===== src/rtl/dpram_fifo_ctrl.sv =====
`default_nettype none
// ============================================================================
//  Module   : dpram_fifo_ctrl
//  Purpose  : Synchronous FIFO built on an inferred simple dual-port RAM
//             (one write port, one registered read port). No first-word
//             fall-through: read data appears one cycle after an accepted
//             read, or two cycles when the optional output register is on.
//  Revision : 1.0 - initial release
// ----------------------------------------------------------------------------
//  Ports
//    clk        in   single clock, rising edge
//    sr_n       in   synchronous active-low reset
//    wr_en      in   write request
//    wr_data    in   [DATA_WIDTH-1:0] write word
//    rd_en      in   read request
//    rd_data    out  [DATA_WIDTH-1:0] registered read word (holds when idle)
//    rd_valid   out  rd_data carries a newly read word this cycle
//    full       out  occupancy == depth
//    empty      out  occupancy == 0
//    count      out  [ADDR_WIDTH:0] occupancy, 0..depth
//    overflow   out  sticky: a write was rejected
//    underflow  out  sticky: a read was rejected
//  Configuration macro
//    DPRAM_FIFO_OREG_EN  adds one output register stage on rd_data/rd_valid
// ============================================================================
module dpram_fifo_ctrl #(
  parameter int DATA_WIDTH = 8,
  parameter int ADDR_WIDTH = 4
) (
  input  logic                  clk,
  input  logic                  sr_n,
  input  logic                  wr_en,
  input  logic [DATA_WIDTH-1:0] wr_data,
  input  logic                  rd_en,
  output logic [DATA_WIDTH-1:0] rd_data,
  output logic                  rd_valid,
  output logic                  full,
  output logic                  empty,
  output logic [ADDR_WIDTH:0]   count,
  output logic                  overflow,
  output logic                  underflow
);

  localparam int DEPTH = 2 ** ADDR_WIDTH;
  localparam logic [ADDR_WIDTH:0] DEPTH_CNT = {1'b1, {ADDR_WIDTH{1'b0}}};

  logic [DATA_WIDTH-1:0] mem [0:DEPTH-1];
  logic [ADDR_WIDTH-1:0] wptr;
  logic [ADDR_WIDTH-1:0] rptr;
  logic [ADDR_WIDTH:0]   occ;
  logic [DATA_WIDTH-1:0] ram_data;
  logic                  ram_valid;
  logic                  ovf_flag;
  logic                  udf_flag;
  logic                  rd_acc;
  logic                  wr_acc;

  assign full  = (occ == DEPTH_CNT);
  assign empty = (occ == '0);
  assign count = occ;

  // A read is judged on registered occupancy only, so a same-cycle write into
  // an empty FIFO never makes it readable. A write into a full FIFO is allowed
  // when a read frees a slot in the same cycle.
  assign rd_acc = rd_en && !empty;
  assign wr_acc = wr_en && (!full || rd_acc);

  // RAM write port. Reset blocks the write; contents are never cleared.
  always_ff @(posedge clk) begin
    if (sr_n && wr_acc) begin
      mem[wptr] <= wr_data;
    end
  end

  // Registered read port. When full with a simultaneous read and write,
  // wptr == rptr and the non-blocking update yields the old word
  // (read-before-write).
  always_ff @(posedge clk) begin
    if (!sr_n) begin
      ram_data  <= '0;
      ram_valid <= 1'b0;
    end else begin
      ram_valid <= rd_acc;
      if (rd_acc) begin
        ram_data <= mem[rptr];
      end
    end
  end

  // Pointers, occupancy and sticky error flags.
  always_ff @(posedge clk) begin
    if (!sr_n) begin
      wptr     <= '0;
      rptr     <= '0;
      occ      <= '0;
      ovf_flag <= 1'b0;
      udf_flag <= 1'b0;
    end else begin
      if (wr_acc) begin
        wptr <= wptr + 1'b1;
      end
      if (rd_acc) begin
        rptr <= rptr + 1'b1;
      end
      case ({wr_acc, rd_acc})
        2'b10:   occ <= occ + 1'b1;
        2'b01:   occ <= occ - 1'b1;
        default: occ <= occ;
      endcase
      if (wr_en && !wr_acc) begin
        ovf_flag <= 1'b1;
      end
      if (rd_en && empty) begin
        udf_flag <= 1'b1;
      end
    end
  end

  assign overflow  = ovf_flag;
  assign underflow = udf_flag;

`ifdef DPRAM_FIFO_OREG_EN
  // Extra output stage; it simply follows the RAM output register, so the
  // hold-last-value behaviour carries through unchanged.
  logic [DATA_WIDTH-1:0] oreg_data;
  logic                  oreg_valid;

  always_ff @(posedge clk) begin
    if (!sr_n) begin
      oreg_data  <= '0;
      oreg_valid <= 1'b0;
    end else begin
      oreg_data  <= ram_data;
      oreg_valid <= ram_valid;
    end
  end

  assign rd_data  = oreg_data;
  assign rd_valid = oreg_valid;
`else
  assign rd_data  = ram_data;
  assign rd_valid = ram_valid;
`endif

endmodule
`default_nettype wire


===== config.mk =====
export PLATFORM = sky130hd
export DESIGN_NAME = dpram_fifo_ctrl
export DESIGN_NICKNAME = d
export VERILOG_FILES = /design/src/rtl/dpram_fifo_ctrl.sv
export SDC_FILE = /design/constraint.sdc
export NUM_CORES = 1
export LEC_CHECK = 0
export CAP_MARGIN = 10
export CORE_MARGIN = 10
export CORE_UTILIZATION = 40
export DETAILED_ROUTE_END_ITERATION = 10
export GPL_TIMING_DRIVEN = 0
export SKIP_LAST_GASP = 1
export SLEW_MARGIN = 25
export SYNTH_ARGS = -nofsm -noshare
export SYNTH_HDL_FRONTEND = slang
export SYNTH_SLANG_ARGS = --single-unit
export TNS_END_PERCENT = 10

===== constraint.sdc =====
create_clock -name clk -period 2.45 [get_ports clk]
set_input_delay 0.245 -clock clk [delete_from_list [all_inputs] [get_ports clk]]
set_output_delay 0.245 -clock clk [all_outputs]
set_load 0.05 [all_outputs]

After elaboration in Yosys (flattened, before gate mapping). Memory sizes are Yosys's and may differ from the RTL's. A register that Yosys moved wholly into a read port is not among the register bits. Index checks and enable logic that the tools add are counted.

Add/sub/neg operators: 4. Eq/ne operators: 3. Mux-type cells: 3. Reductions and logical operators: 12.

Operators with widths (count): $pmux W5 S2 (1); $add A4 B1 Y4 const B (2); $add A5 B1 Y5 const B (1); $eq A5 B5 Y1 const B (1); $logic_and A1 B1 Y1 (5); $logic_not A5 Y1 (1); $sub A5 B1 Y5 const B (1); $logic_not A1 Y1 (4); $eq A2 B1 Y1 const B (1); $eq A2 B2 Y1 const B (1); $mux W1 (2); $reduce_bool A2 Y1 (1); $logic_or A1 B1 Y1 (1).

Register bits: 16. Memory bits (writable): 128. Input bits: 12. Logic and storage cells: 29. Memories: 1.

Memory list: mem (depth 16, bits a word 8, read ports 1, clocked after memory_dff 1, wr ports 1, RTL line 47) `logic [DATA_WIDTH-1:0] mem [0:DEPTH-1];`.

Longest topological paths before layout. Gate-level depths: netlist of the first run.

Word-level depth: 8. Gate-level depth with buffers: 9. Gate-level depth less buffers: 9.

Worst setup path before layout of the first run. No wires, ideal clock.

Kind: flip-flop to flip-flop. Start point: reg occ[4], in the netlist count[4]. End point: reg occ[4], in the netlist count[4]. Setup time: 0.095 ns. Arrival time: 2.823 ns. Required time: 2.355 ns. Slack: -0.468 ns. Stages on the path, launching flop included: 9. Path buffers: 0. Path through: dfxtp_1 inv_1 a21boi_0 nand2b_1 fa_1 nand2b_1 a21oi_1 mux2_2 a221oi_1.

Word-level cells in the longest chain between the ends: 7. Elaborated cells on any way between the ends: 13.

Ends and longest elaborated chain: start, declared (RTL line 50) `logic [ADDR_WIDTH:0] occ;`; start signal, assigned (RTL line 106) `2'b10: occ <= occ + 1'b1;`; start signal, assigned (RTL line 107) `2'b01: occ <= occ - 1'b1;`; $logic_not A5 Y1 (RTL line 59) `assign empty = (occ == '0);`; $logic_not A1 Y1 (RTL line 65) `assign rd_acc = rd_en && !empty;`; $logic_and A1 B1 Y1 (RTL line 65); $logic_or A1 B1 Y1 (RTL line 66) `assign wr_acc = wr_en && (!full || rd_acc);`; $logic_and A1 B1 Y1 (RTL line 66); $eq A2 B1 Y1 or $eq A2 B2 Y1 (tied branches) (RTL line 105) `case ({wr_acc, rd_acc})`; $pmux W5 S2 or $reduce_bool A2 Y1 (tied branches).

Several ways; a longest one is shown, not always the timed one. A chain may end at the register's enable or synchronous reset.

Worst setup path after layout of the first run.
Start point: reg occ[0], in the netlist count[0]. End point: reg occ[4], in the netlist count[4].

Same word-level chain as after synthesis.

==> results of run 1 <==
## critical path: stages (launching register included)
cell	delay, ns
dfxtp_2	0.35
nor4_2	0.37
a21boi_0	0.18
nand2b_1	0.16
inv_1	0.10
ha_1	0.33
nand2b_1	0.12
a21oi_4	0.20
mux2_2	0.37
a221oi_1	0.26
## cell type report
| class | count | area, um2 | area share, % |
|---|---|---|---|
| clock inverter | 13 | 131 | 1.81 |
| multi-input combinational | 202 | 1710 | 23.6 |
| tap | 188 | 235 | 3.25 |
| buffer | 20 | 95.1 | 1.31 |
| clock buffer | 19 | 433 | 5.98 |
| sequential | 152 | 4330 | 59.9 |
| inverter | 8 | 30.0 | 0.415 |
| timing repair buffer | 27 | 272 | 3.75 |
## through the flow
step / hold WS, ns / instance area, um2 / TNS (ns) / cells
6_report: 0.319 / 7240 / -0.0958 / 629
3_3_place_gp: 0.453 / 6670 / -5.04 / 597
4_1_cts: 0.312 / 7230 / -0.333 / 629
3_5_place_dp: 0.455 / 6670 / -4.78 / 597
2_1_floorplan: 0.344 / 6160 / 0 / 382
5_1_grt: 0.394 / 7240 / -0.282 / 629
## state kept, by name, indices dropped and copies added, names as in the netlist
| signal | count |
|---|---|
| count | 5 |
| mem | 128 |
| overflow | 1 |
| rd_data | 8 |
| rd_valid | 1 |
| rptr | 4 |
| underflow | 1 |
| wptr | 4 |
## timing repair
action	in CTS	in global routing
setup buffers	0	0
setup endpoints to repair	3	3
gates resized for setup	1	2
## cell families after synthesis
logic type | share of synthesized area [%]
and+or+nand+nor | 6.11
DFF | 70.4
AOI/OAI and AO/OA | 6.36
buffers and inverters | 2.04
xor gates and xnor gates | 0.570
adders and majority gates | 1.96
muxes | 12.6
## worst min path at each step
stage | from | end | cells past startpoint
detailed placement | underflow | underflow | 2
global route | rd_en | underflow | 3
CTS | wr_en | overflow | 3
floorplan | wr_data[0] | mem[0][0] | 0
finish | wr_en | overflow | 3
global placement | underflow | underflow | 2
## cell usage in the layout, fill, tap and decap left out, types with 3 or more instances in the layout
cell type,n
clkinvlp_4,3
mux2i_1,40
nor3_1,9
nand3_1,4
clkbuf_16,17
clkdlybuf4s50_1,25
a22oi_1,8
buf_1,3
clkinv_2,3
a21oi_1,12
o22ai_1,16
clkinv_4,3
buf_2,7
nand2b_1,8
o21ai_0,9
inv_1,8
ha_1,8
mux4_2,16
dfxtp_2,4
edfxtp_1,128
nor2_1,27
clkbuf_1,10
dfxtp_1,19
nand2_1,12
## layer usage
layer  global-route usage (%)  up-vias  part of all wire (%)
met4                     4.73        0                   1.6
met5                        0        -                     0
met1                     16.7     1727                    43
met2                     21.6       93                    50
li1                         -     1575                     -
met3                     3.96       15                   6.0
## power groups by stage
stage,Clock [mW],Combinational [mW],Sequential [mW]
4_1_cts,2.52,1.97,3.09
3_5_place_dp,0,1.97,3.14
2_1_floorplan,0,1.04,3.47
3_3_place_gp,0,1.95,3.13
5_1_grt,2.63,2.10,3.10
6_report,2.48,1.95,3.09
==> results.cfg, run 1 <==
[synth]
yosysWarnings = 0
synth_nets = 403
synth-seq-area-share_pct = 70.4
synth_cell_types = 44
ys.flop_type = edfxtp_1
yosysTopAreaCellShare_pct = 62.6
synth_area_mm2 = 0.00614
ys_seq_elements = 152
yosysMostFrequentCell = edfxtp_1
synth_common_cells = edfxtp_1 (128), mux2i_1 (40), nor2_1 (27)
async_reset_ff_share_pct = 0
synth-edff-count = 128
synth.avg_cell_area_um2 = 16.1
post_synth_main_area_contributors = edfxtp_1 (63%), dfxtp_1 (7.8%), mux2i_1 (6.5%)
synth_top_cell_by_area = edfxtp_1
synthCells = 382

[finish]
drive_gt1_share_pct = 15.6
area_delta_synth_final_pct = 17.9
fillers = 1285
antenna_cells = 0
fin_util_pct = 47.8
nets = 449

[global_route]
track_usage_pct = 13.4
overflow = 0
grt_pass1_vias = 3459
grt_pass1_wl_um = 20100
grt_max_degree = 17
antenna_found_initial = 0

[sta]
fin_crit_sh_pct = 104
report.final.hold_viol_count = 0
relSlewSlack_pct = 42.7
setup_ws_ns = -0.0958
setup_viol = 1
tightest_slew_ns = 0.856
rsz0062_at_grt = true
maxSlewViolCount = 0
period_needed_ns = 2.55
fmax_mhz = 393
fin_skew_ns = 0.0109

[drt]
vias = 3410
wl_per_cell_um = 20.7
postRouteAntennaNets = 0
drt-initial-drc-count = 328
viasPerCell = 5.42
drt_first_pass_iters = 4
post-route-drc-count = 0
drt-total-wl_um = 13000

[outcome]
status = complete, but fails checks
violations = setup timing

[clock_tree]
ctsLongestPathBuffers = 2
numClockSinks = 152
cts.clk_slew.worst_paths_ns = 0.06
root_buffer = clkbuf_16
htreeDepth = 4
postCtsHoldBufs = 0
clk_latency_ns = 0.42
cts_tree = done
numCtsBuffers = 17

[run]
maxCapViolCount = 0

[floorplan]
start_util_pct = 40.6
io_pins = 30
dieWidth_um = 144
die_h_um = 144
rows = 45
core-area_mm2 = 0.0151
dieArea_mm2 = 0.0207

[power_and_ir_drop]
finalPower_mw = 7.52
seqPwrFrac_pct = 41.1
combinationalPowerShare_pct = 26.0
p_int_mw = 5.17
clock_power_share_pct = 32.9
power.density_mw_per_mm2 = 1040
p_leak_nw = 2.32
switching_share_pct = 31.2
peakVddDrop_uv = 595
p_switching_mw = 2.35

[setup_path]
critPathKind = register to register
reg2reg_to = count[4]
cp_data_required_time_ns = 2.76
critPathArrivalTime_ns = 2.86
reg2reg_from = count[0]
rrSetupSlack_ns = -0.1
startpoint_type = register
cp-startpoint = count[0]
cp_max_fo = 6
r2r.worst_path.cells = 9
critPathCaptureType = register
worstSetupEndpoint = count[4]

[place]
place_congestion = 0.819
place_ws_ns = -0.252
portBuffers = 27
post-dp-hpwl_um = 8670

[min_path]
hold_path.class = primary input to register
No activity file was read; power rests on OpenSTA's default activity.
==> run 2, diff against run 1 <==
--- a/config.mk
+++ b/config.mk
@@ -11,6 +11,6 @@
 export DETAILED_ROUTE_END_ITERATION = 10
 export GPL_TIMING_DRIVEN = 0
+export PLACE_DENSITY = 0.69
 export SKIP_LAST_GASP = 1
-export SLEW_MARGIN = 25
 export SYNTH_ARGS = -nofsm -noshare
 export SYNTH_HDL_FRONTEND = slang
==> constraint.sdc (replaced) <==
create_clock -name clk -period 2.45 [get_ports clk]
set_input_delay 0.49 -clock clk [delete_from_list [all_inputs] [get_ports clk]]
set_output_delay 0.49 -clock clk [all_outputs]
set_load 0.05 [all_outputs]
==> run 2 against run 1 <==
  * The flow now finishes without violations
  * Sequential share of layout area up 0.12 points
  * Non-clock buffer count up 1
  * Via count up 1.1%
  * Utilization down 0.099 points
  * Largest power group unchanged
  * Sequential power about the same
==> results.cfg, run 2 (same netlist as run 1, synthesis figures left out) <==
[outcome]
status = finished clean

[setup_path]
cp_max_fo = 9
cp-startpoint = count[0]
slowest_stage = or4_1
critPathArrivalTime_ns = 1.96
cp_data_required_time_ns = 1.96
reg2reg_from = count[0]
worstPathCellList = or4_1 > buf_6 > nor2_1 > clkdlybuf4s15_2
critPathKind = register to output port
slowest_delay_ns = 0.55
startpoint_type = register
critPathCaptureType = output port

[min_path]
hold_path.class = register to register
hold_start = overflow

[finish]
area_delta_synth_final_pct = 17.6
final_common_cell = edfxtp_1
nets = 450
regMostFlops = mem
largest_reg_flops = 128
antenna_cells = 0
drive_gt1_share_pct = 15.6
postLayoutCellArea_mm2 = 0.00722
fillers = 1257
layout.cells.most_common_list = edfxtp_1 (128), mux2i_1 (40), nor2_1 (27)

[drt]
drt-total-wl_um = 13200
vias = 3449
postRouteAntennaNets = 0
post-route-drc-count = 0
wl_per_cell_um = 20.9
viasPerCell = 5.47
drt_first_pass_iters = 4
drt-initial-drc-count = 303

[clock_tree]
ctsLongestPathBuffers = 2
cts_tree = done
numClockSinks = 152
cts.clk_slew.worst_paths_ns = 0.06
clk_latency_ns = 0.42
htreeDepth = 4
numCtsBuffers = 17
root_buffer = clkbuf_16

[floorplan]
core-area_mm2 = 0.0151
io_pins = 30
dieArea_mm2 = 0.0207
start_util_pct = 40.6
rows = 45
die_h_um = 144
dieWidth_um = 144

[global_route]
track_usage_pct = 13.4
grt_pass1_wl_um = 20100
grt_max_degree = 17
grt_pass1_vias = 3558
antenna_found_initial = 0
overflow = 0

[sta]
fin_skew_ns = 0.00811
period_needed_ns = 2.45
report.final.hold_viol_count = 0
hold_slack_ns = 0.469
tightest_slew_ns = 0.845
setup_viol = 0
fin_crit_sh_pct = 99.8
relSlewSlack_pct = 43.5
maxSlewViolCount = 0
rsz0062_at_grt = true
fmax_mhz = 409

[power_and_ir_drop]
p_leak_nw = 2.32
power.density_mw_per_mm2 = 1040
peakVddDrop_uv = 610
finalPower_mw = 7.49

[place]
portBuffers = 27
post-dp-hpwl_um = 8730
dpl_cell_area_mm2 = 0.00666
place_congestion = 0.793

[run]
maxCapViolCount = 0
[run 2: power by group]
group,switching (mW),total [mW],internal [mW]
Sequential,0.152,3.11,2.96
Clock,0.954,2.43,1.47
Combinational,1.22,1.96,0.733
Total,2.33,7.49,5.17
[run 2: final timing paths]
check | to | slack [ns] | cells past startpoint
worst max-delay path | full | 0.005 | 4
worst min-delay path | overflow | 0.47 | 2
worst min register to register | overflow | 0.47 | 2
worst max register to register | count[4] | 0.05 | 9
[run 2: layer usage]
layer | global-route usage (%) | wire (um) | vias up
li1 | - | - | 1584
met5 | 0 | 0 | -
met2 | 21.0 | 6290 | 116
met4 | 5.27 | 245 | 0
met1 | 16.8 | 5710 | 1728
met3 | 4.36 | 955 | 21
[run 2: worst max-delay path, delay by kind of cell, from the launching register on]
kind                   cells  cell delay (ns)
AND/OR/NAND/NOR            2             0.63
buffers and inverters      2             0.55
flip-flops                 1             0.35
[run 2: cell type report]
cell class,count,area (um2),area share [%]
multi-input cells,202,1710,23.7
clock buffers,20,437,6.04
plain buffers,20,96.3,1.33
flip-flops and latches,152,4330,60.0
inverters,8,30.0,0.416
clock inverters,12,108,1.49
well taps,188,235,3.26
repair buffers,28,274,3.79
[run 2: stage by stage]
| stage | setup TNS (ns) | setup slack (ns) | std cells | util (%) |
|---|---|---|---|---|
| 2_1_floorplan | 0 | 0.00950 | 382 | - |
| 3_3_place_gp | -15.96 | -0.291 | 597 | 44.0 |
| 3_5_place_dp | -18.84 | -0.344 | 597 | 44.0 |
| 4_1_cts | -0.0582 | -0.0397 | 630 | 47.7 |
| 5_1_grt | -0.166 | -0.0728 | 630 | 47.7 |
| 6_report | 0 | 0.00467 | 630 | 47.7 |
[run 2: timing repair]
item / 4_1_cts / 5_1_grt
hold buffers: 0 / 0
buffers inserted: 1 / 0
resized for setup: 8 / 3
setup endpoints to repair: 3 / 10
pin swaps: 1 / 0
